--- src/rtl/seq_divider_pkg.sv ---
// Shared types and constants for the sequential restoring divider.
package seq_divider_pkg;

    localparam int DIVIDEND_W = 8;
    localparam int DIVISOR_W  = 4;
    localparam int PR_W       = DIVISOR_W + 1;
    localparam int CNT_W      = 3;

    localparam logic [DIVIDEND_W-1:0] DIV_ZERO_QUOTIENT = 8'hFF;
    localparam logic [CNT_W-1:0]      ITER_LOAD         = 3'd7;

    typedef enum logic [1:0] {
        IDLE = 2'd0,
        RUN  = 2'd1,
        DONE = 2'd2
    } state_e;

endpackage

--- src/rtl/seq_divider_sub5.sv ---
// 5-bit ripple subtractor (a + ~b + 1) built from full-adder cells;
// no_borrow is the final carry and means a >= b.
module fulladder (
    input  logic a,
    input  logic b,
    input  logic cin,
    output logic sum,
    output logic cout
);

    assign sum  = a ^ b ^ cin;
    assign cout = (a & b) | (a & cin) | (b & cin);

endmodule

module sub5
    import seq_divider_pkg::*;
(
    input  logic [PR_W-1:0] a,
    input  logic [PR_W-1:0] b,
    output logic [PR_W-1:0] diff,
    output logic            no_borrow
);

    logic [PR_W-1:0] b_inv_s;
    logic [PR_W:0]   carry_s;

    assign b_inv_s    = ~b;
    assign carry_s[0] = 1'b1;
    assign no_borrow  = carry_s[PR_W];

    for (genvar i = 0; i < PR_W; i++) begin : g_bit
        fulladder u_fa (
            .a    (a[i]),
            .b    (b_inv_s[i]),
            .cin  (carry_s[i]),
            .sum  (diff[i]),
            .cout (carry_s[i+1])
        );
    end

endmodule

--- src/rtl/seq_divider.sv ---
// Sequential restoring divider: 8-bit dividend / 4-bit divisor, one quotient
// bit per cycle MSB first, with a direct divide-by-zero completion path.
module seq_divider
    import seq_divider_pkg::*;
(
    input  logic                  clk,
    input  logic                  rst,
    input  logic                  start,
    input  logic [DIVIDEND_W-1:0] dividend,
    input  logic [DIVISOR_W-1:0]  divisor,
    output logic                  busy,
    output logic                  done,
    output logic [DIVIDEND_W-1:0] quotient,
    output logic [DIVISOR_W-1:0]  remainder,
    output logic                  div_zero
);

    state_e                state_r;
    state_e                state_next_s;
    logic [CNT_W-1:0]      cnt_r;
    logic [PR_W-1:0]       pr_r;
    logic [PR_W-1:0]       pr_shift_s;
    logic [PR_W-1:0]       pr_diff_s;
    logic [PR_W-1:0]       pr_next_s;
    logic [DIVIDEND_W-1:0] q_r;
    logic [DIVIDEND_W-1:0] q_next_s;
    logic [DIVISOR_W-1:0]  dvs_r;
    logic                  no_borrow_s;
    logic                  accept_s;
    logic                  accept_zero_s;
    logic                  last_iter_s;
    logic                  pr_msb_unused_s;

    logic                  busy_r;
    logic                  done_r;
    logic [DIVIDEND_W-1:0] quotient_r;
    logic [DIVISOR_W-1:0]  remainder_r;
    logic                  div_zero_r;

    // Restored remainder never exceeds divisor-1, so the stored MSB is always 0.
    assign pr_msb_unused_s = pr_r[PR_W-1];

    assign pr_shift_s    = {pr_r[PR_W-2:0], q_r[DIVIDEND_W-1]};
    assign accept_s      = (state_r == IDLE) && start && (divisor != 4'd0);
    assign accept_zero_s = (state_r == IDLE) && start && (divisor == 4'd0);
    assign last_iter_s   = (state_r == RUN) && (cnt_r == 3'd0);

    sub5 u_sub5 (
        .a         (pr_shift_s),
        .b         ({1'b0, dvs_r}),
        .diff      (pr_diff_s),
        .no_borrow (no_borrow_s)
    );

    // One restoring step: keep the difference and set the quotient bit when no borrow.
    always_comb begin
        pr_next_s = pr_shift_s;
        q_next_s  = {q_r[DIVIDEND_W-2:0], 1'b0};
        if (no_borrow_s) begin
            pr_next_s = pr_diff_s;
            q_next_s  = {q_r[DIVIDEND_W-2:0], 1'b1};
        end else begin
            pr_next_s = pr_shift_s;
            q_next_s  = {q_r[DIVIDEND_W-2:0], 1'b0};
        end
    end

    // Next-state logic.
    always_comb begin
        state_next_s = state_r;
        case (state_r)
            IDLE: begin
                if (start) begin
                    if (divisor == 4'd0) begin
                        state_next_s = DONE;
                    end else begin
                        state_next_s = RUN;
                    end
                end else begin
                    state_next_s = IDLE;
                end
            end
            RUN: begin
                if (cnt_r == 3'd0) begin
                    state_next_s = DONE;
                end else begin
                    state_next_s = RUN;
                end
            end
            DONE:    state_next_s = IDLE;
            default: state_next_s = IDLE;
        endcase
    end

    // State register.
    always_ff @(posedge clk) begin
        if (rst) begin
            state_r <= IDLE;
        end else begin
            state_r <= state_next_s;
        end
    end

    // Working registers: operand latch, partial remainder, shifting quotient, counter.
    always_ff @(posedge clk) begin
        if (rst) begin
            q_r   <= 8'd0;
            pr_r  <= 5'd0;
            dvs_r <= 4'd0;
            cnt_r <= 3'd0;
        end else if (accept_s) begin
            q_r   <= dividend;
            pr_r  <= 5'd0;
            dvs_r <= divisor;
            cnt_r <= ITER_LOAD;
        end else if (state_r == RUN) begin
            q_r   <= q_next_s;
            pr_r  <= pr_next_s;
            cnt_r <= cnt_r - 3'd1;
        end
    end

    // Registered status and result outputs; results change only on entry to DONE.
    always_ff @(posedge clk) begin
        if (rst) begin
            busy_r      <= 1'b0;
            done_r      <= 1'b0;
            quotient_r  <= 8'd0;
            remainder_r <= 4'd0;
            div_zero_r  <= 1'b0;
        end else begin
            busy_r <= (state_next_s == RUN);
            done_r <= (state_next_s == DONE);
            if (accept_zero_s) begin
                quotient_r  <= DIV_ZERO_QUOTIENT;
                remainder_r <= dividend[DIVISOR_W-1:0];
                div_zero_r  <= 1'b1;
            end else if (last_iter_s) begin
                quotient_r  <= q_next_s;
                remainder_r <= pr_next_s[DIVISOR_W-1:0];
                div_zero_r  <= 1'b0;
            end
        end
    end

    assign busy      = busy_r;
    assign done      = done_r;
    assign quotient  = quotient_r;
    assign remainder = remainder_r;
    assign div_zero  = div_zero_r;

endmodule

--- config.mk ---
export PLATFORM = sky130hd
export DESIGN_NAME = seq_divider
export DESIGN_NICKNAME = d
export VERILOG_FILES = /design/src/rtl/seq_divider_pkg.sv /design/src/rtl/seq_divider_sub5.sv /design/src/rtl/seq_divider.sv
export SDC_FILE = /design/constraint.sdc
export NUM_CORES = 1
export LEC_CHECK = 0
export BUFFER_PORTS_ARGS = -buffer_cell sky130_fd_sc_hd__clkbuf_2
export CORE_AREA = 4 4 62 64
export DETAILED_ROUTE_END_ITERATION = 10
export DIE_AREA = 0 0 66 68
export PLACE_DENSITY_LB_ADDON = 0.05
export SLEW_MARGIN = 20
export SYNTH_ARGS = -nofsm -noshare
export SYNTH_HDL_FRONTEND = slang
export SYNTH_HIERARCHICAL = 1
export SYNTH_SLANG_ARGS = --single-unit
export TNS_END_PERCENT = 50
--- constraint.sdc ---
create_clock -name clk -period 3.7 [get_ports clk]
set_input_delay 0.74 -clock clk [delete_from_list [all_inputs] [get_ports clk]]
set_output_delay 0.74 -clock clk [all_outputs]
set_load 0.05 [all_outputs]
After elaboration in Yosys (flattened, before gate mapping)
Cells that the tools add are included.
{"block": "totals", "register_bits": 36, "in_bits": 15, "out_inout_bits": 15, "wordCells": 73}
{"block": "classes", "add_sub_neg": 1, "eq_ne": 3, "n_mux": 16, "bitwise": 32, "n_reduce_logical": 11}
{"operator": "8-bit 2-to-1 mux", "count": 4}
{"operator": "1-bit AND", "count": 13}
{"operator": "4-bit 2-to-1 mux", "count": 3}
{"operator": "1-bit bitwise OR", "count": 10}
{"operator": "1-bit XOR", "count": 7}
{"operator": "2-bit 2-to-1 mux", "count": 3}
{"operator": "3-bit 2-to-1 mux", "count": 2}
{"operator": "4-bit NOT with 5-bit output", "count": 1}
{"operator": "2-bit by 1-bit equality test with 1-bit output, second input constant", "count": 2}
{"operator": "1-bit logical AND", "count": 4}
{"operator": "4-bit zero test", "count": 1}
{"operator": "2-bit one-hot mux with 2 select lines", "count": 1}
{"operator": "2-bit nonzero test", "count": 2}
{"operator": "4-bit nonzero test", "count": 1}
{"operator": "3-bit zero test", "count": 1}
{"operator": "1-bit 2-to-1 mux", "count": 3}
{"operator": "3-bit by 1-bit subtractor with 3-bit output, second input constant", "count": 1}
{"operator": "2-bit equality test, second input constant", "count": 1}
{"operator": "2-bit zero test", "count": 1}
{"operator": "2-bit OR reduction", "count": 1}
{"operator": "1-bit NOT", "count": 1}

Longest topological paths before layout
{"block": "depth", "depth_word": 19, "mapped_depth": 10, "ltp_nobuf": 9}

Hierarchy
The synthesis kept the hierarchy.
{"module": "seq_divider", "instances": 1, "cells_per_inst": 165, "area_per_inst_um2": 1612.8, "seq_area_each_um2": 720.7}
{"module": "fulladder", "instances": 5, "cells_per_inst": 1, "area_per_inst_um2": 20.0, "seq_area_each_um2": 0.0}
{"module": "sub5", "instances": 1, "cells_per_inst": 6, "area_per_inst_um2": 22.5, "seq_area_each_um2": 0.0}

Least setup slack after synthesis
No wires, ideal clock.
{"block": "synth_timing", "kind": "register -> register", "from": "reg dvs_r[0]", "to": "reg pr_r[2]", "setup_ns": 0.130, "arrival_time_ns": 2.844, "t_required_ns": 3.570, "path_slack_ns": 0.725, "path_stages_with_launch": 11, "path_buffers": 1, "synth_period_minus_slack_ns": 2.975, "cell_sequence": "dfxtp_1 inv_1 fa_1 fa_1 fa_1 fa_1 fa_1 buf_2 mux2_2 mux2i_1 nor3_1"}
{"block": "synth_between", "elab_chain_len": 17, "elab_cells_between_ends": 22}
{"element": "start, declared", "line": "seq_divider.sv:27", "rtl": "logic [DIVISOR_W-1:0] dvs_r;"}
{"element": "start signal, assigned", "line": "seq_divider.sv:114", "rtl": "dvs_r <= divisor;"}
{"element": "4-bit NOT with 5-bit output *", "line": "seq_divider_sub5.sv:28", "rtl": "assign b_inv_s = ~b;"}
{"element": "via u_sub5.b_inv_s[0]", "line": "seq_divider_sub5.sv:25", "rtl": "logic [PR_W-1:0] b_inv_s;"}
{"element": "1-bit AND", "line": "seq_divider_sub5.sv:12", "rtl": "assign cout = (a & b) | (a & cin) | (b & cin);"}
{"element": "1-bit bitwise OR", "line": "seq_divider_sub5.sv:12"}
{"element": "1-bit bitwise OR *", "line": "seq_divider_sub5.sv:12"}
{"element": "via u_sub5.carry_s[1]", "line": "seq_divider_sub5.sv:26", "rtl": "logic [PR_W:0] carry_s;"}
{"element": "1-bit AND", "line": "seq_divider_sub5.sv:12"}
{"element": "1-bit bitwise OR", "line": "seq_divider_sub5.sv:12"}
{"element": "(+1 left out)"}
{"element": "via u_sub5.carry_s[2]", "line": "seq_divider_sub5.sv:26"}
{"element": "(+3 left out)"}
{"element": "via u_sub5.carry_s[3]", "line": "seq_divider_sub5.sv:26"}
{"element": "(+1 left out)"}
{"element": "1-bit bitwise OR", "line": "seq_divider_sub5.sv:12"}
{"element": "1-bit bitwise OR *", "line": "seq_divider_sub5.sv:12"}
{"element": "via u_sub5.carry_s[4]", "line": "seq_divider_sub5.sv:26"}
{"element": "1-bit AND", "line": "seq_divider_sub5.sv:12"}
{"element": "1-bit bitwise OR", "line": "seq_divider_sub5.sv:12"}
{"element": "1-bit bitwise OR *", "line": "seq_divider_sub5.sv:12"}
{"element": "via no_borrow_s", "line": "seq_divider.sv:28", "rtl": "logic no_borrow_s;"}
{"element": "4-bit 2-to-1 mux *", "line": "seq_divider.sv:59", "rtl": "if (no_borrow_s) begin"}
{"element": "end signal, assigned", "line": "seq_divider.sv:118", "rtl": "pr_r <= pr_next_s;"}
{"element": "end, declared", "line": "seq_divider.sv:21", "rtl": "logic [PR_W-1:0] pr_r;"}
The timed path passes the listed nets; every way through them passes the cells marked *.
A chain may end at the register's enable or synchronous reset.

Final worst setup path
{"block": "layout_timing", "from": "reg dvs_r[0]", "to": "reg pr_r[0]"}
Same word-level chain as after synthesis.

==> insert_results.sql <==
INSERT INTO impl_metrics (metric_group, metric, value, unit) VALUES
('place', 'place.detailed.instances', '238', ''),
('sta', 'final-max-slew-violation-count', '0', ''),
('clocking', 'cts-resized-gates', '0', ''),
('yosys', 'synth_compound_area_share', '17.09', '%'),
('yosys', 'synth.lib_cells_used.distinct', '36', ''),
('critical_path', 'critPathMaxFanout', '6', ''),
('die', 'floorplan.initialDensity', '52.84', '%'),
('clocking', 'clk-insertion-delay-late', '0.34', 'ns'),
('flow_run', 'cap_viol_max_count', '0', ''),
('sta', 'clock-skew-final', '0.008852', 'ns'),
('clocking', 'cts_root_buf', 'clkbuf_4', ''),
('grt', 'gr-usage-met1', '24.67', '%'),
('route', 'detailroute.via_count', '1347', ''),
('die', 'rows', '21', ''),
('sta', 'tns', '0', 'ns'),
('critical_path', 'reg2reg_setup_slack', '0.34', 'ns'),
('sta', 'final_hold_viol_count', '0', ''),
('grt', 'grt_most_used_layer', 'met2', ''),
('yosys', 'synthSimpleGateAreaFrac', '17.88', '%'),
('layout', 'fillCellCount', '324', ''),
('sta', 'grt_setup_unrepaired', 'no', ''),
('route', 'routed_via_density', '5.476', ''),
('die', 'horizontal_die_dimension', '66', 'um'),
('yosys', 'synth-edff-count', '0', ''),
('sta', 'worst_slew_margin_rel', '47.00', '%'),
('yosys', 'synth_top_area_cell', 'dfxtp_1', ''),
('power', 'power.density', '497.3', 'nW/um^2'),
('clocking', 'worst_setup_hold_path_clk_slew', '0.11', 'ns'),
('grt', 'grt_antenna_before_repair', '0', ''),
('critical_path', 'r2r_start', 'dvs_r[0]', ''),
('sta', 'worst_pin_slew', '0.7949', 'ns'),
('layout', 'regArea', '720.7', 'sq um'),
('grt', 'globalRoute.totalOverflow', '0', ''),
('yosys', 'synth_top_family_by_area', 'simple AND/OR/NAND/NOR gates', ''),
('die', 'die_height', '68', 'um'),
('power', 'leakagePower', '0.7748', 'nW'),
('die', 'total_die_area', '4488', 'sq um'),
('yosys', 'synth_async_sr_flop_share', '0', '%'),
('grt', 'grt_util_all_layers', '18.55', '%'),
('grt', 'use_met3', '5.419', '%'),
('yosys', 'synth-seq-cells', '36', ''),
('hold_path', 'hold_path.startpoint', 'div_zero', ''),
('grt', 'largest_net_degree_at_the_start_of_global_routing', '33', ''),
('grt', 'via_count_of_the_first_global_routing_pass', '1296', ''),
('status', 'status', 'finished clean', ''),
('critical_path', 'cp-end-kind', 'flip-flop', ''),
('yosys', 'post_synth_instance_area', '1735', 'sq um'),
('yosys', 'synth-adder-area-share', '7.210', '%'),
('place', 'io_buffers', '29', ''),
('layout', 'layout-area-overhead-vs-synth', '11.39', '%'),
('yosys', 'synth.cells.most_frequent', '36 x dfxtp_1, 24 x nand2_1, 12 x mux2i_1', ''),
('clocking', 'cts_tree', 'built', ''),
('yosys', 'synth_top_cell_area_share', '41.53', '%'),
('hold_path', 'min_delay_endpoint', 'div_zero', ''),
('layout', 'num_antenna_cells', '0', ''),
('die', 'floorplan.core_area', '3284', 'sq um'),
('route', 'avgRoutedWirePerCell', '14.99', 'um'),
('yosys', 'yosys-top-cells-area', 'dfxtp_1 42%, mux2i_1 6.9%, fa_1 5.8%, nand2_1 5.2%, a211oi_1 3.5%', ''),
('route', 'drt_pre_antenna_iters', '4', ''),
('yosys', 'syn_inst', '176', ''),
('clocking', 'holdBufCountCts', '0', ''),
('grt', 'grt_pass1_wl', '6237', 'um'),
('clocking', 'cts_max_path_buffers', '2', ''),
('route', 'drt_wl_total', '3687', 'um'),
('place', 'hpwlAfterDp', '2664', 'um'),
('layout', 'multi_input_comb_area', '899.6', 'sq um'),
('critical_path', 'critical_path.startpoint_type', 'flip-flop', ''),
('yosys', 'yosys_warnings', '6', ''),
('critical_path', 'worst_ep_required_time', '3.90', 'ns'),
('yosys', 'mappedNetlistNets', '198', ''),
('die', 'ios', '30', '');
critical path: stages, from the launching register on:
cell and delay, ns:
dfxtp_1 0.35, inv_1 0.06, fa_1 0.42, fa_1 0.40, fa_1 0.42, fa_1 0.40
fa_1 0.52, mux2i_1 0.18, a2111oi_0 0.47
registers in the layout (all words and copies together) (netlist names):
name,cells
remainder,4
quotient,8
q_r,8
state_r,2
div_zero,1
cnt_r,3
dvs_r,4
done,1
pr_r,4
busy,1
per-stage QoR:
stage	instance area [sq um]	total power, mW	hold slack, ns	util, %	worst slack [ns]
after floorplan	1735	0.6473	0.4493	-	0.7253
after global placement	1857	0.6894	0.4433	56.53	0.5445
after detailed placement	1857	0.6962	0.4504	56.53	0.3747
after CTS	1933	0.9697	0.4668	58.86	0.3304
after global routing	1933	1.013	0.4992	58.86	0.2009
final	1933	0.9613	0.4630	58.86	0.3429
how the worst max path moves through the flow:
| stage | start | endpoint | slack (ns) | cells past startpoint |
|---|---|---|---|---|
| 2_1_floorplan | dvs_r[0] | pr_r[2] | 0.73 | 10 |
| 5_1_grt | dvs_r[0] | pr_r[0] | 0.20 | 8 |
| 4_1_cts | dvs_r[0] | pr_r[0] | 0.33 | 8 |
| 6_report | dvs_r[0] | pr_r[0] | 0.34 | 8 |
| 3_3_place_gp | dvs_r[0] | pr_r[0] | 0.54 | 8 |
| 3_5_place_dp | dvs_r[0] | pr_r[0] | 0.37 | 8 |
power by group:
group          internal (mW)  switching, mW  total [mW]
Clock                  0.142          0.133       0.275
Sequential             0.425         0.0289       0.453
Combinational         0.0889          0.144       0.233
cell families (layout without fill, tap and decap cells):
family | count (synthesis) | in the layout
buffers and inverters | 22 | 46
adder cells (fa/ha/maj) | 7 | 7
AO/OA/AOI/OAI | 39 | 39
XOR/XNOR | 2 | 2
other | 2 | 2
multiplexers | 14 | 14
flip-flops | 36 | 36
AND/OR/NAND/NOR | 54 | 54
layout make-up:
cell class                      instances  area share [%]
Multi-Input combinational cell        118           46.54
Sequential cell                        36           37.28
Timing Repair Buffer                   29           7.508
Tap cell                               46           2.977
Clock buffer                            6           2.136
Clock inverter                          2           1.812
Inverter                                9           1.748
layout by cell type (no fill, tap or decap), drive strengths merged, types with 2 or more instances in the layout:
cell type / synthesis / final
a31oi: 8 / 8
conb: 2 / 2
nand2: 24 / 24
clkbuf: 3 / 35
and4: 3 / 3
ha: 2 / 2
a2111oi: 3 / 3
a21oi: 6 / 6
mux2i: 12 / 12
a22o: 3 / 3
inv: 9 / 9
nor2: 6 / 6
dfxtp: 36 / 36
a211oi: 12 / 12
nand2b: 3 / 3
nor3: 9 / 9
o21ai: 3 / 3
mux2: 2 / 2
a41o: 3 / 3
fa: 5 / 5
layer usage:
metal  part of all wire, %  wire length (um)
met5                     0                 0
met4                   1.3                47
met3                   5.7               209
met2                    46              1709
met1                    47              1719
No activity file was read; power rests on OpenSTA's default activity.
